--- src/rtl/mem_timer_pkg.sv ---
// ============================================================================
//  Module      : mem_timer_pkg
//  Description : Register offsets, CTRL bit indices and reset constants shared
//                by the memory-mapped timer and its prescaler.
//  Revision    : 1.0 - initial release
// ============================================================================
`default_nettype none

package mem_timer_pkg;

  localparam logic [1:0] TMR_CTRL  = 2'h0;
  localparam logic [1:0] TMR_COUNT = 2'h1;
  localparam logic [1:0] TMR_CMP   = 2'h2;
  localparam logic [1:0] TMR_PRESC = 2'h3;

  localparam int EN       = 0;
  localparam int IE       = 1;
  localparam int PERIODIC = 2;
  localparam int PEND     = 3;

  localparam int          PRESC_W = 16;
  localparam logic [31:0] CMP_RST = 32'hFFFF_FFFF;

endpackage

`default_nettype wire

--- src/rtl/mem_timer_prescaler.sv ---
// ============================================================================
//  Module      : timer_prescaler
//  Description : Free-running divider; asserts tick once every PRESC+1 enabled
//                cycles and restarts on a clear request.
//  Revision    : 1.0 - initial release
// ============================================================================
`default_nettype none

module timer_prescaler
  import mem_timer_pkg::*;
(
  input  logic               clk,
  input  logic               rst_n,
  input  logic               en,
  input  logic               clr,
  input  logic [PRESC_W-1:0] presc,
  output logic               tick
);

  logic [PRESC_W-1:0] r_psc;

  assign tick = en && (r_psc == presc);

  always_ff @(posedge clk or negedge rst_n) begin
    if (!rst_n) begin
      r_psc <= '0;
    end else if (!en || clr || tick) begin
      r_psc <= '0;
    end else begin
      r_psc <= r_psc + 1'b1;
    end
  end

endmodule

`default_nettype wire

--- src/rtl/mem_timer.sv ---
// ============================================================================
//  Module      : mem_timer
//  Description : Data-bus timer peripheral: prescaled 32-bit up-counter with
//                compare match, one-shot/periodic modes and level interrupt.
//  Revision    : 1.0 - initial release
// ============================================================================
`default_nettype none

module mem_timer
  import mem_timer_pkg::*;
#(
  parameter logic [31:0] BASE_ADDR = 32'h1000_0000
) (
  input  logic        clk,
  input  logic        rst_n,
  input  logic        we_i,
  input  logic [31:0] waddr_i,
  input  logic [31:0] wdata_i,
  input  logic [31:0] raddr_i,
  output logic [31:0] rdata_o,
  output logic        int_o
);

  localparam logic [27:0] c_base_tag = BASE_ADDR[31:4];

  logic               r_en;
  logic               r_ie;
  logic               r_periodic;
  logic               r_pend;
  logic [31:0]        r_count;
  logic [31:0]        r_cmp;
  logic [PRESC_W-1:0] r_presc;

  logic        w_whit, w_rhit;
  logic        w_wr_ctrl, w_wr_count, w_wr_cmp, w_wr_presc;
  logic        w_tick, w_tick_eff, w_match;
  logic        w_en_nxt, w_pend_nxt;
  logic [31:0] w_count_nxt;
  logic        w_unused_addr_lsbs;

  assign w_unused_addr_lsbs = ^{waddr_i[1:0], raddr_i[1:0]};

  assign w_whit     = we_i && (waddr_i[31:4] == c_base_tag);
  assign w_rhit     = (raddr_i[31:4] == c_base_tag);
  assign w_wr_ctrl  = w_whit && (waddr_i[3:2] == TMR_CTRL);
  assign w_wr_count = w_whit && (waddr_i[3:2] == TMR_COUNT);
  assign w_wr_cmp   = w_whit && (waddr_i[3:2] == TMR_CMP);
  assign w_wr_presc = w_whit && (waddr_i[3:2] == TMR_PRESC);

  timer_prescaler u_prescaler (
    .clk   (clk),
    .rst_n (rst_n),
    .en    (r_en),
    .clr   (w_wr_count || w_wr_presc),
    .presc (r_presc),
    .tick  (w_tick)
  );

  // A software COUNT write owns the cycle: the tick is dropped, no match.
  assign w_tick_eff = w_tick && !w_wr_count;
  assign w_match    = w_tick_eff && (r_count == r_cmp);

  always_comb begin
    w_count_nxt = r_count;
    if (w_wr_count) begin
      w_count_nxt = wdata_i;
    end else if (w_tick_eff) begin
      w_count_nxt = (w_match && r_periodic) ? 32'd0 : r_count + 32'd1;
    end
  end

  always_comb begin
    w_en_nxt = r_en;
    if (w_wr_ctrl) begin
      w_en_nxt = wdata_i[EN];
    end else if (w_match && !r_periodic) begin
      w_en_nxt = 1'b0;
    end
  end

  // Hardware set beats a same-cycle write-1-to-clear.
  always_comb begin
    w_pend_nxt = r_pend;
    if (w_match) begin
      w_pend_nxt = 1'b1;
    end else if (w_wr_ctrl && wdata_i[PEND]) begin
      w_pend_nxt = 1'b0;
    end
  end

  always_ff @(posedge clk or negedge rst_n) begin
    if (!rst_n) begin
      r_en       <= 1'b0;
      r_ie       <= 1'b0;
      r_periodic <= 1'b0;
      r_pend     <= 1'b0;
      r_count    <= '0;
      r_cmp      <= CMP_RST;
      r_presc    <= '0;
    end else begin
      r_en    <= w_en_nxt;
      r_pend  <= w_pend_nxt;
      r_count <= w_count_nxt;
      if (w_wr_ctrl) begin
        r_ie       <= wdata_i[IE];
        r_periodic <= wdata_i[PERIODIC];
      end
      if (w_wr_cmp) begin
        r_cmp <= wdata_i;
      end
      if (w_wr_presc) begin
        r_presc <= wdata_i[PRESC_W-1:0];
      end
    end
  end

  assign int_o = r_pend && r_ie;

  always_comb begin
    rdata_o = '0;
    if (w_rhit) begin
      case (raddr_i[3:2])
        TMR_CTRL:  rdata_o = {28'd0, r_pend, r_periodic, r_ie, r_en};
        TMR_COUNT: rdata_o = r_count;
        TMR_CMP:   rdata_o = r_cmp;
        default:   rdata_o = {{(32-PRESC_W){1'b0}}, r_presc};
      endcase
    end
  end

endmodule

`default_nettype wire

--- config.mk ---
export PLATFORM = sky130hd
export DESIGN_NAME = mem_timer
export DESIGN_NICKNAME = d
export VERILOG_FILES = /design/src/rtl/mem_timer_pkg.sv /design/src/rtl/mem_timer_prescaler.sv /design/src/rtl/mem_timer.sv
export SDC_FILE = /design/constraint.sdc
export NUM_CORES = 1
export LEC_CHECK = 0
export CAP_MARGIN = 20
export CORE_AREA = 2 2 82 123
export CTS_CLUSTER_SIZE = 28
export DETAILED_ROUTE_END_ITERATION = 6
export DIE_AREA = 0 0 84 125
export DONT_BUFFER_PORTS = 1
export PLACE_DENSITY = 0.83
export SYNTH_ARGS = -nofsm -noshare
export SYNTH_HDL_FRONTEND = slang
export SYNTH_SLANG_ARGS = --single-unit
--- constraint.sdc ---
create_clock -name clk -period 4.2 [get_ports clk]
set_input_delay 0.21 -clock clk [delete_from_list [all_inputs] [get_ports clk]]
set_output_delay 0.21 -clock clk [all_outputs]
set_load 0.02 [all_outputs]
After elaboration in Yosys (flattened, before gate mapping)
Cells that the tools add are included.
{"block": "totals", "output_inout_bits": 33, "register_bits": 100, "elab_cells": 52, "in_bits": 99}
{"block": "classes", "muxes": 10, "n_reduce_logical": 23, "eq_ne": 9, "n_addsub": 2}
{"operator": "$mux W32", "n": 4}
{"operator": "$pmux W32 S3", "n": 1}
{"operator": "$eq A28 B25 Y1 const B", "n": 2}
{"operator": "$add A32 B1 Y32 const B", "n": 1}
{"operator": "$eq A32 B32 Y1", "n": 1}
{"operator": "$add A16 B1 Y16 const B", "n": 1}
{"operator": "$eq A16 B16 Y1", "n": 1}
{"operator": "$mux W16", "n": 1}
{"operator": "$logic_and A1 B1 Y1", "n": 12}
{"operator": "$eq A2 B2 Y1 const B", "n": 3}
{"operator": "$reduce_bool A2 Y1", "n": 3}
{"operator": "$eq A2 B1 Y1 const B", "n": 2}
{"operator": "$logic_not A2 Y1", "n": 2}
{"operator": "$mux W1", "n": 4}
{"operator": "$logic_not A1 Y1", "n": 3}
{"operator": "$logic_or A1 B1 Y1", "n": 3}

Longest topological paths before layout
Gate-level depths: netlist of run 1.
{"block": "logic_depth", "ltp_word": 10, "ltp_mapped": 9, "depth_no_buf": 7}

Hierarchy
A second synthesis of run 1 with hierarchy kept.
{"block": "unflattened", "hier_cells": 676, "area_unflattened_um2": 6403.6}
{"mod": "mem_timer", "instances": 1, "cells_each": 577, "area_per_inst_um2": 5462.7, "seq_area_each_um2": 2142.1}
{"mod": "timer_prescaler", "instances": 1, "cells_each": 99, "area_per_inst_um2": 940.9, "seq_area_each_um2": 400.4}

Least setup slack after synthesis of run 1
OpenSTA, ideal clock, no wires.
{"block": "synth_path", "path_type": "reg-to-reg", "startpoint": "register u_prescaler.r_psc[4]", "endpoint": "register r_count[29]", "path_buffers": 0, "path_stages_with_launch": 7, "setup_time_ps": 84, "t_required_ps": 4116, "path_slack_ps": 1871, "arrival_time_ps": 2245, "cell_sequence": "dfrtp_1 > xnor2_1 > nand2_1 > or3b_1 > or4_4 > or4b_4 > a41oi_2"}
{"block": "synth_via", "elab_chain_cells": 8}
{"element": "start, declared", "line": "mem_timer_prescaler.sv:20", "text": "logic [PRESC_W-1:0] r_psc;"}
{"element": "start signal, assigned", "line": "mem_timer_prescaler.sv:30", "text": "r_psc <= r_psc + 1'b1;"}
{"element": "$eq A16 B16 Y1 (*)", "line": "mem_timer_prescaler.sv:22", "text": "assign tick = en && (r_psc == presc);"}
{"element": "$logic_and A1 B1 Y1 (*)", "line": "mem_timer_prescaler.sv:22"}
{"element": "$logic_and A1 B1 Y1 (*)", "line": "mem_timer.sv:60", "text": "assign w_tick_eff = w_tick && !w_wr_count;"}
{"element": "$logic_and A1 B1 Y1", "line": "mem_timer.sv:61", "text": "assign w_match = w_tick_eff && (r_count == r_cmp);"}
{"element": "$logic_and A1 B1 Y1", "line": "mem_timer.sv:68", "text": "w_count_nxt = (w_match && r_periodic) ? 32'd0 : r_count + 32'd1;"}
{"element": "$mux W32", "line": "mem_timer.sv:68"}
{"element": "$mux W32", "line": "mem_timer.sv:67", "text": "end else if (w_tick_eff) begin"}
{"element": "$mux W32", "line": "mem_timer.sv:65", "text": "if (w_wr_count) begin"}
{"element": "end signal, assigned", "line": "mem_timer.sv:103", "text": "r_count <= w_count_nxt;"}
{"element": "end, declared", "line": "mem_timer.sv:30", "text": "logic [31:0] r_count;"}
Mark *: on every way between the ends. The rest lies on a longest branch, timed or not. The select of a mux whose other input is x is not followed.
A chain may end at the register's enable or synchronous reset.

Final worst setup path of run 1
{"block": "layout_path", "startpoint": "register r_count[29]", "endpoint": "register r_count[31]"}
{"block": "layout_via", "elab_chain_cells": 6}
{"element": "branches (longest 3 deep; another with $add A32 B1 Y32)"}
{"element": "$mux W32 (*)", "line": "mem_timer.sv:68"}
{"element": "$mux W32 (*)", "line": "mem_timer.sv:67"}
{"element": "$mux W32 (*)", "line": "mem_timer.sv:65"}
Mark *: on every way between the ends. The select of a mux whose other input is x is not followed.

==> reports/results.ini, run 1 <==
[drt]
drt-initial-drc-count = 670
vias_per_cell = 7.33
num_vias = 5699
wl_per_cell_um = 23.8
drtAntennaViolNets = 0
finalWirelength_um = 18500
drc_errors = 0
dr.pass1.iters = 6

[placement]
gp_congestion = 0.952
pre_cts_ws_ns = 1.26
io_buffers = 0
dp_hpwl_um = 12300
dp_cells = 754

[clock_tree]
cts_resized = 0
clk_latency_ns = 0.35
clock-sinks = 100
clk_pin_slew_ns = 0.07
cts_setup_buffers = 0
cts_made_buffers = 9
cts_buffer_depth = 2
cts_tree = yes
htreeDepth = 3
clockRootBuffer = clkbuf_16

[sta]
rsz0062_at_grt = no
relSlewSlack_pct = 26.2
setup_ws_ns = 1.12
maxSlewViolCount = 0
fin_tns_setup_ns = 0
setup_viol = 0
period_needed_ns = 3.08
finalHoldViolCount = 0
worst_slew_pin_slew_ns = 1.10
skew_ns = 0.00681
fin_hold_ws_ns = 0.00534
clock.fmax_mhz = 324
min_period_over_period_pct = 73.4

[min_path]
worstHoldEndpoint = r_presc[0]
hold_depth = 1
hp-class = input pin to flop
hp-start = wdata_i[0]

[synthesis]
synth_cells = 675
yosys_warnings = 0
synth_area_leaders = dfrtp_1 (27%), dfstp_2 (13%), mux2_2 (10%)
ys_types = 52
synth-edff-count = 0
synth_largest_area_cell = dfrtp_1
synth.net_count = 776
ys_seq_elements = 100
synthFlopType = dfrtp_1
avgSynthCellArea_um2 = 9.40
synthArstFlopShare_pct = 100
synth_area_um2 = 6350
synth_top_area_share_pct = 26.8
synth-seq-area-share_pct = 40.1

[worst_setup_path]
crit_fanout = 28
required_ns = 4.43
critical-path-slowest-cell = dfrtp_1
start_kind = flop
critical_path.max_stage_delay_ns = 0.46
worstSetupEndpointType = flop
cp_common_cell = buf_4
worstPathCellList = xnor2_1 -> nand4_1 -> nor4_4 -> buf_4 -> nand3_1 -> buf_4 -> a311oi_1 -> a21oi_1
r2r-start = r_count[29]
reg2reg_slack_ns = 1.12
r2r_cells = 8
worstPathArrival_ns = 3.32
crit_type = flop to flop
rr_endpoint = r_count[31]

[global_routing]
gr-max-usage-layer = met2
overflow = 0
grt_usage_pct = 35.3
grt_max_degree = 101
globalRouteMet2Util_pct = 58.9
grt_pass1_vias = 5607
grtUsageMet3_pct = 8.38
grt_first_pass_wirelength_um = 29300
use_met1_pct = 42.4
antenna_found_initial = 0

[layout]
drive_above_1_share_pct = 20.1
fin_cells = 777
final_nets = 758
diodes = 0
regArea_um2 = 2540
syn_to_final_growth_pct = 7.55
fillers = 707
multiInputGateArea_um2 = 3620

[floorplan]
dieArea_um2 = 10500
num_io_pins = 132
chipHeight_um = 125
start_util_pct = 66.6
fp.coreArea_um2 = 9520
die_w_um = 84
rows = 44

[outcome]
status = finished clean

[pwr]
power.density_nw_per_um2 = 274
leakage_nw = 2.68
finalPower_mw = 1.87
peakVddDrop_uv = 218

[run]
drv_cap = 0

## per-layer routing
| layer | wire length [um] | up-vias |
|---|---|---|
| met5 | 0 | - |
| met4 | 987 | 0 |
| met3 | 1610 | 81 |
| met2 | 9280 | 362 |
| met1 | 6600 | 2783 |
| li1 | - | 2473 |
## cell usage in the layout (no fill, tap or decap), types with 10 or more instances in the layout
cell,synthesis,routed
nand4_1,27,27
mux2_2,59,59
nor2_1,91,91
xnor2_1,42,42
buf_4,2,11
nand2_1,29,29
nor3_1,11,11
nand3_1,21,20
a22oi_1,32,32
o21ai_0,22,22
dfstp_2,32,32
and3_1,10,10
inv_1,10,10
and4_1,11,11
a21oi_1,12,12
dfrtp_1,68,68
nor4_1,20,17
nand4b_1,11,11
a31oi_1,42,42
xor2_1,21,21
## flip-flops by register name, summed over array words and instances, names as in the netlist
register	cells
r_cmp	32
r_pend	1
r_count	32
r_periodic	1
r_ie	1
r_presc	16
r_en	1
u_prescaler.r_psc	16
## final cells by class
type	instances	share of cell area (%)
multi-input combinational	518	53.1
sequential	100	37.2
clock buffer	14	3.87
timing repair buffer	18	2.64
tap	115	2.11
inverter	10	0.550
clock inverter	2	0.513
## through the flow
stage / util (%) / instance area [um2]
after floorplan: - / 6350
after global placement: 67.5 / 6430
after detailed placement: 67.5 / 6430
after CTS: 71.4 / 6800
after global routing: 71.7 / 6830
final: 71.7 / 6830
## cells in the mapped netlist, types with 3 or more instances
library cell,count
nand2_1,29
and4_1,11
a311oi_1,3
xnor2_1,42
nor3_1,11
inv_1,10
nand4_1,27
xor2_1,21
nor2_1,91
mux4_2,4
nand4b_1,11
dfstp_2,32
a21oi_1,12
clkbuf_1,40
nor4b_1,3
nand3_1,21
o21ai_0,22
and2_1,6
dfrtp_1,68
a41oi_1,4
mux2_2,59
buf_2,3
and3_1,10
a22oi_1,32
a31oi_1,42
nor2b_1,8
o211ai_1,3
nor4_1,20
## report_power, final
part	switching (mW)	internal (mW)	total, mW
Combinational	0.0355	0.0238	0.0593
Sequential	0.000000205	0.964	0.964
Clock	0.355	0.495	0.850
Total	0.391	1.48	1.87
## worst max-delay path, delay by kind of cell, from the launching register on
family	cells	cell delay (ns)
DFF	1	0.46
buffers and inverters	2	0.80
and+or+nand+nor	3	0.96
xor gates and xnor gates	1	0.34
AOI/OAI and AO/OA	2	0.40
## kinds of logic (layout without fill, tap and decap cells)
family | count (synthesis) | count (layout) | synth area share (%)
AOI/OAI and AO/OA | 126 | 126 | 13.1
DFF | 100 | 100 | 40.1
muxes | 63 | 63 | 11.9
xor gates and xnor gates | 63 | 63 | 8.69
adders and majority gates | 2 | 2 | 0.394
and+or+nand+nor | 264 | 264 | 22.3
buffers and inverters | 57 | 44 | 3.55
## worst max path at each step
| stage | startpoint | slack, ns | cells after the start | end |
|---|---|---|---|---|
| 6_report | r_count[29] | 1.12 | 8 | r_count[31] |
| 4_1_cts | r_count[29] | 1.21 | 8 | r_count[29] |
| 2_1_floorplan | u_prescaler.r_psc[4] | 1.87 | 6 | r_count[29] |
| 5_1_grt | r_count[29] | 0.99 | 8 | r_count[31] |
| 3_3_place_gp | r_count[29] | 1.28 | 8 | r_count[29] |
| 3_5_place_dp | r_count[29] | 1.26 | 8 | r_count[29] |
## timing repair
action | 4_1_cts | 5_1_grt
hold buffers | 5 | 1
setup endpoints to repair | 0 | 0
hold endpoints to repair | 103 | 1
No activity file was read; power rests on OpenSTA's default activity.
==> run 2, diff against run 1 <==
Settings changed: ABC_AREA from default to 1, CORE_AREA 2 2 82 123 to 2 2 91 137, DIE_AREA 0 0 84 125 to 0 0 93 139, PLACE_DENSITY 0.83 to 0.79.
Clock period 4.2 ns to 3.11 ns, I/O delays scaled along.
==> run 2 against run 1 <==
Wire length is 18% higher. Via count rose by 28%. Flip-flop and latch count stayed put. Setup slack got worse by 0.10 ns. Non-clock buffer count increased by 21. Count of clock-buffer cells in the layout is 2 lower. Combinational power rose by 110%. Final cell count increased by 69%. Critical path type unchanged. Largest power group unchanged. Highest routed layer unchanged.
==> reports/results.ini, run 2 <==
[outcome]
status = finished clean

[pwr]
power.density_nw_per_um2 = 326  ; +19%
leakage_nw = 3.65  ; +36%
p_int_mw = 2.06  ; +39%
p_clk_share_pct = 46.2  ; +0.8 points
switchingPower_mw = 0.593  ; +52%
pwr-share-seq_pct = 49.2  ; -2.3 points
peakVddDrop_uv = 262  ; +20%
p_sw_share_pct = 22.4  ; +1.5 points
comb_power_share_pct = 4.7  ; +1.5 points

[synthesis]
synth_compound_area_share_pct = 9.15  ; -3.9 points
synth-simple-area-share_pct = 37.9  ; +16 points
yosys_warnings = 0  ; unchanged
synthFlopType = dfrtp_1
synth_area_leaders = dfrtp_1 (23%), nand2_1 (18%), dfstp_2 (11%)
synth_largest_area_cell = dfrtp_1
ys_types = 41  ; -21%
synth_area_um2 = 7470  ; +18%
synth_cells = 1148  ; +70%
synth_top_area_share_pct = 22.8  ; -4.0 points
ys_seq_elements = 100  ; unchanged
avgSynthCellArea_um2 = 6.50  ; -31%
synthMuxAreaShare_pct = 0  ; -12 points
synth_top_family_by_area = simple AND/OR/NAND/NOR gates
synth-seq-area-share_pct = 34.1  ; -6.0 points
synth_xor_area_share_pct = 6.79  ; -1.9 points
synth_most_common_cell = nand2_1
synthArstFlopShare_pct = 100  ; unchanged
synth.net_count = 1249  ; +61%
synthAdderAreaFrac_pct = 0.335  ; -0.059 points
synth-edff-count = 0  ; unchanged
yosys-top-cells-count = nand2_1 (365), inv_1 (159), nor2_1 (128)

[worst_setup_path]
critical-path-slowest-cell = dfrtp_1
crit_type = flop to flop
worstPathCellList = xnor2_1 -> nand2_1 -> nor2_1 -> nand2_1 -> nor2_1 -> nand3_1 -> buf_4 -> nand3_1 -> nand3_1
crit_fanout = 16  ; -43%
required_ns = 3.35  ; -1.08 ns
start_kind = flop
crit_family = simple AND/OR/NAND/NOR gates
path_buf_inv = 1  ; -1
r2r_cells = 9  ; +1
cp_common_cell = nand3_1
worstPathArrival_ns = 2.34  ; -0.98 ns
worstSetupEndpointType = flop
crit_cells = 9  ; +1
critical_path.max_stage_delay_ns = 0.46  ; about the same

[floorplan]
die_w_um = 93  ; +11%
fp.coreArea_um2 = 11800  ; +24%
rows = 49  ; +11%
start_util_pct = 63.4  ; -3.2 points
dieArea_um2 = 12900  ; +23%
num_io_pins = 132  ; unchanged
chipHeight_um = 139  ; +11%

[drt]
dr.pass1.iters = 5  ; -1
drt-initial-drc-count = 470  ; -30%
finalWirelength_um = 21800  ; +18%
drtAntennaViolNets = 0  ; unchanged
num_vias = 7320  ; +28%
wl_per_cell_um = 16.6  ; -30%
drc_errors = 0  ; unchanged
vias_per_cell = 5.58  ; -24%

[sta]
maxSlewViolCount = 0  ; unchanged
setup_viol = 0  ; unchanged
rsz0062_at_grt = no
relSlewSlack_pct = 54.7  ; +29 points
fin_tns_setup_ns = 0  ; unchanged
clock.fmax_mhz = 478  ; +47%
period_needed_ns = 2.09  ; -0.989 ns
min_period_over_period_pct = 67.3  ; -6.1 points
worst_slew_pin_slew_ns = 0.677  ; -0.420 ns
finalHoldViolCount = 0  ; unchanged
fin_hold_ws_ns = 0.000867  ; -0.00447 ns
skew_ns = 0.00786  ; +0.00105 ns

[clock_tree]
cts_made_buffers = 9  ; unchanged
clk_pin_slew_ns = 0.07  ; about the same
clock-sinks = 100  ; unchanged
htreeDepth = 3  ; unchanged
clockRootBuffer = clkbuf_16
cts_resized = 0  ; unchanged
cts_tree = yes
clk_latency_ns = 0.36  ; about the same
cts_buffer_depth = 2  ; unchanged

[min_path]
hold_depth = 4  ; +3
hp-class = input pin to flop

[layout]
drive_above_1_share_pct = 8.28  ; -12 points
multiInputGateArea_um2 = 4040  ; +12%
fillers = 1097  ; +55%
final_cell_mix = nand2_1 (365), inv_1 (159), nor2_1 (127), o21ai_0 (68), dfrtp_1 (68)
largest_registers = r_cmp x32, r_count x32
diodes = 0  ; unchanged
syn_to_final_growth_pct = 8.88
final_common_cell = nand2_1
final_nets = 1256  ; +66%
regArea_um2 = 2540  ; unchanged

[global_routing]
grt_usage_pct = 34.4  ; -0.90 points
grt_max_degree = 101  ; unchanged
grt_first_pass_wirelength_um = 35000  ; +20%
overflow = 0  ; unchanged
grt_pass1_vias = 7235  ; +29%
antenna_found_initial = 0  ; unchanged

[placement]
io_buffers = 0  ; unchanged
gp_congestion = 0.965  ; +1.3%
dp_hpwl_um = 15900  ; +29%

[run]
drv_cap = 0  ; unchanged

-- run 2: cell types whose count changed after synthesis, moves of 16 or more --
cell	previous run	this run
a22oi_1	32	0
a31oi_1	42	3
clkbuf_1	40	16
inv_1	10	159
mux2_2	59	0
nand2_1	29	365
nand3_1	21	67
nor2_1	91	128
o21ai_0	22	68
xnor2_1	42	19
xor2_1	21	37
-- run 2: power groups by stage --
stage	Clock, mW	Combinational (mW)	Sequential (mW)
after floorplan	0	0.0423	1.33
after global placement	0	0.0554	1.33
after detailed placement	0	0.0567	1.33
after CTS	1.22	0.124	1.30
after global routing	1.26	0.138	1.30
final	1.22	0.124	1.30
-- run 2: kinds of logic after synthesis --
group           after synthesis
flops                       100
xor+xnor                     57
buf+inv                     215
compound gates              124
fa+ha+maj                     2
simple gates                650
-- run 2: metal layers --
layer  global-route usage (%)  share of wire, %  vias to the layer above
li1                         -                 -                     3602
met2                     61.9                53                      274
met1                     38.9                37                     3379
met3                     3.42               5.5                       65
met4                     19.4               4.7                        0
met5                        0                 0                        -
-- run 2: path summary, 6_finish.rpt --
check / from / end / slack, ns
worst min register to register: r_cmp[23] / r_cmp[23] / 0.51
worst min-delay path: wdata_i[25] / r_count[25] / 0.0009
worst max-delay path: r_count[8] / r_count[19] / 1.02
min in group asynchronous: rst_n / r_presc[1] / 0.38
worst max register to register: r_count[8] / r_count[19] / 1.02
max in group asynchronous: rst_n / r_cmp[27] / 2.28
-- run 2: worst reg2reg max path, delay by kind of cell, from the launching register on --
kind | cells | cell delay, ns
DFF | 1 | 0.46
and+or+nand+nor | 7 | 0.91
buffers and inverters | 1 | 0.31
xor gates and xnor gates | 1 | 0.30
-- run 2: repair_timing --
item                                    4_1_cts  5_1_grt
endpoints found under the hold margin       156        0
buffers inserted                              0        0
endpoints found under the setup margin        0        0
hold buffers                                 33        0
-- run 2: final cells by class --
class                   instances  area share (%)
repair buffers                 39            4.83
inverters                     172            7.94
multi-input cells             833            49.7
clock buffers                  12            2.91
well taps                     153            2.35
flip-flops and latches        100            31.3
clock inverters                 4           0.939
-- run 2: stage by stage --
step                      utilization (%)  instance area (um2)  setup WS, ns  std cells  total power, mW
after global routing                 69.1                 8130         0.833       1313             2.70
after detailed placement             63.4                 7470          1.06       1264             1.38
after CTS                            69.1                 8130          1.03       1313             2.65
after global placement               63.4                 7470          1.05       1264             1.38
after floorplan                         -                 7470          1.50       1148             1.37
final                                69.1                 8130          1.02       1313             2.65
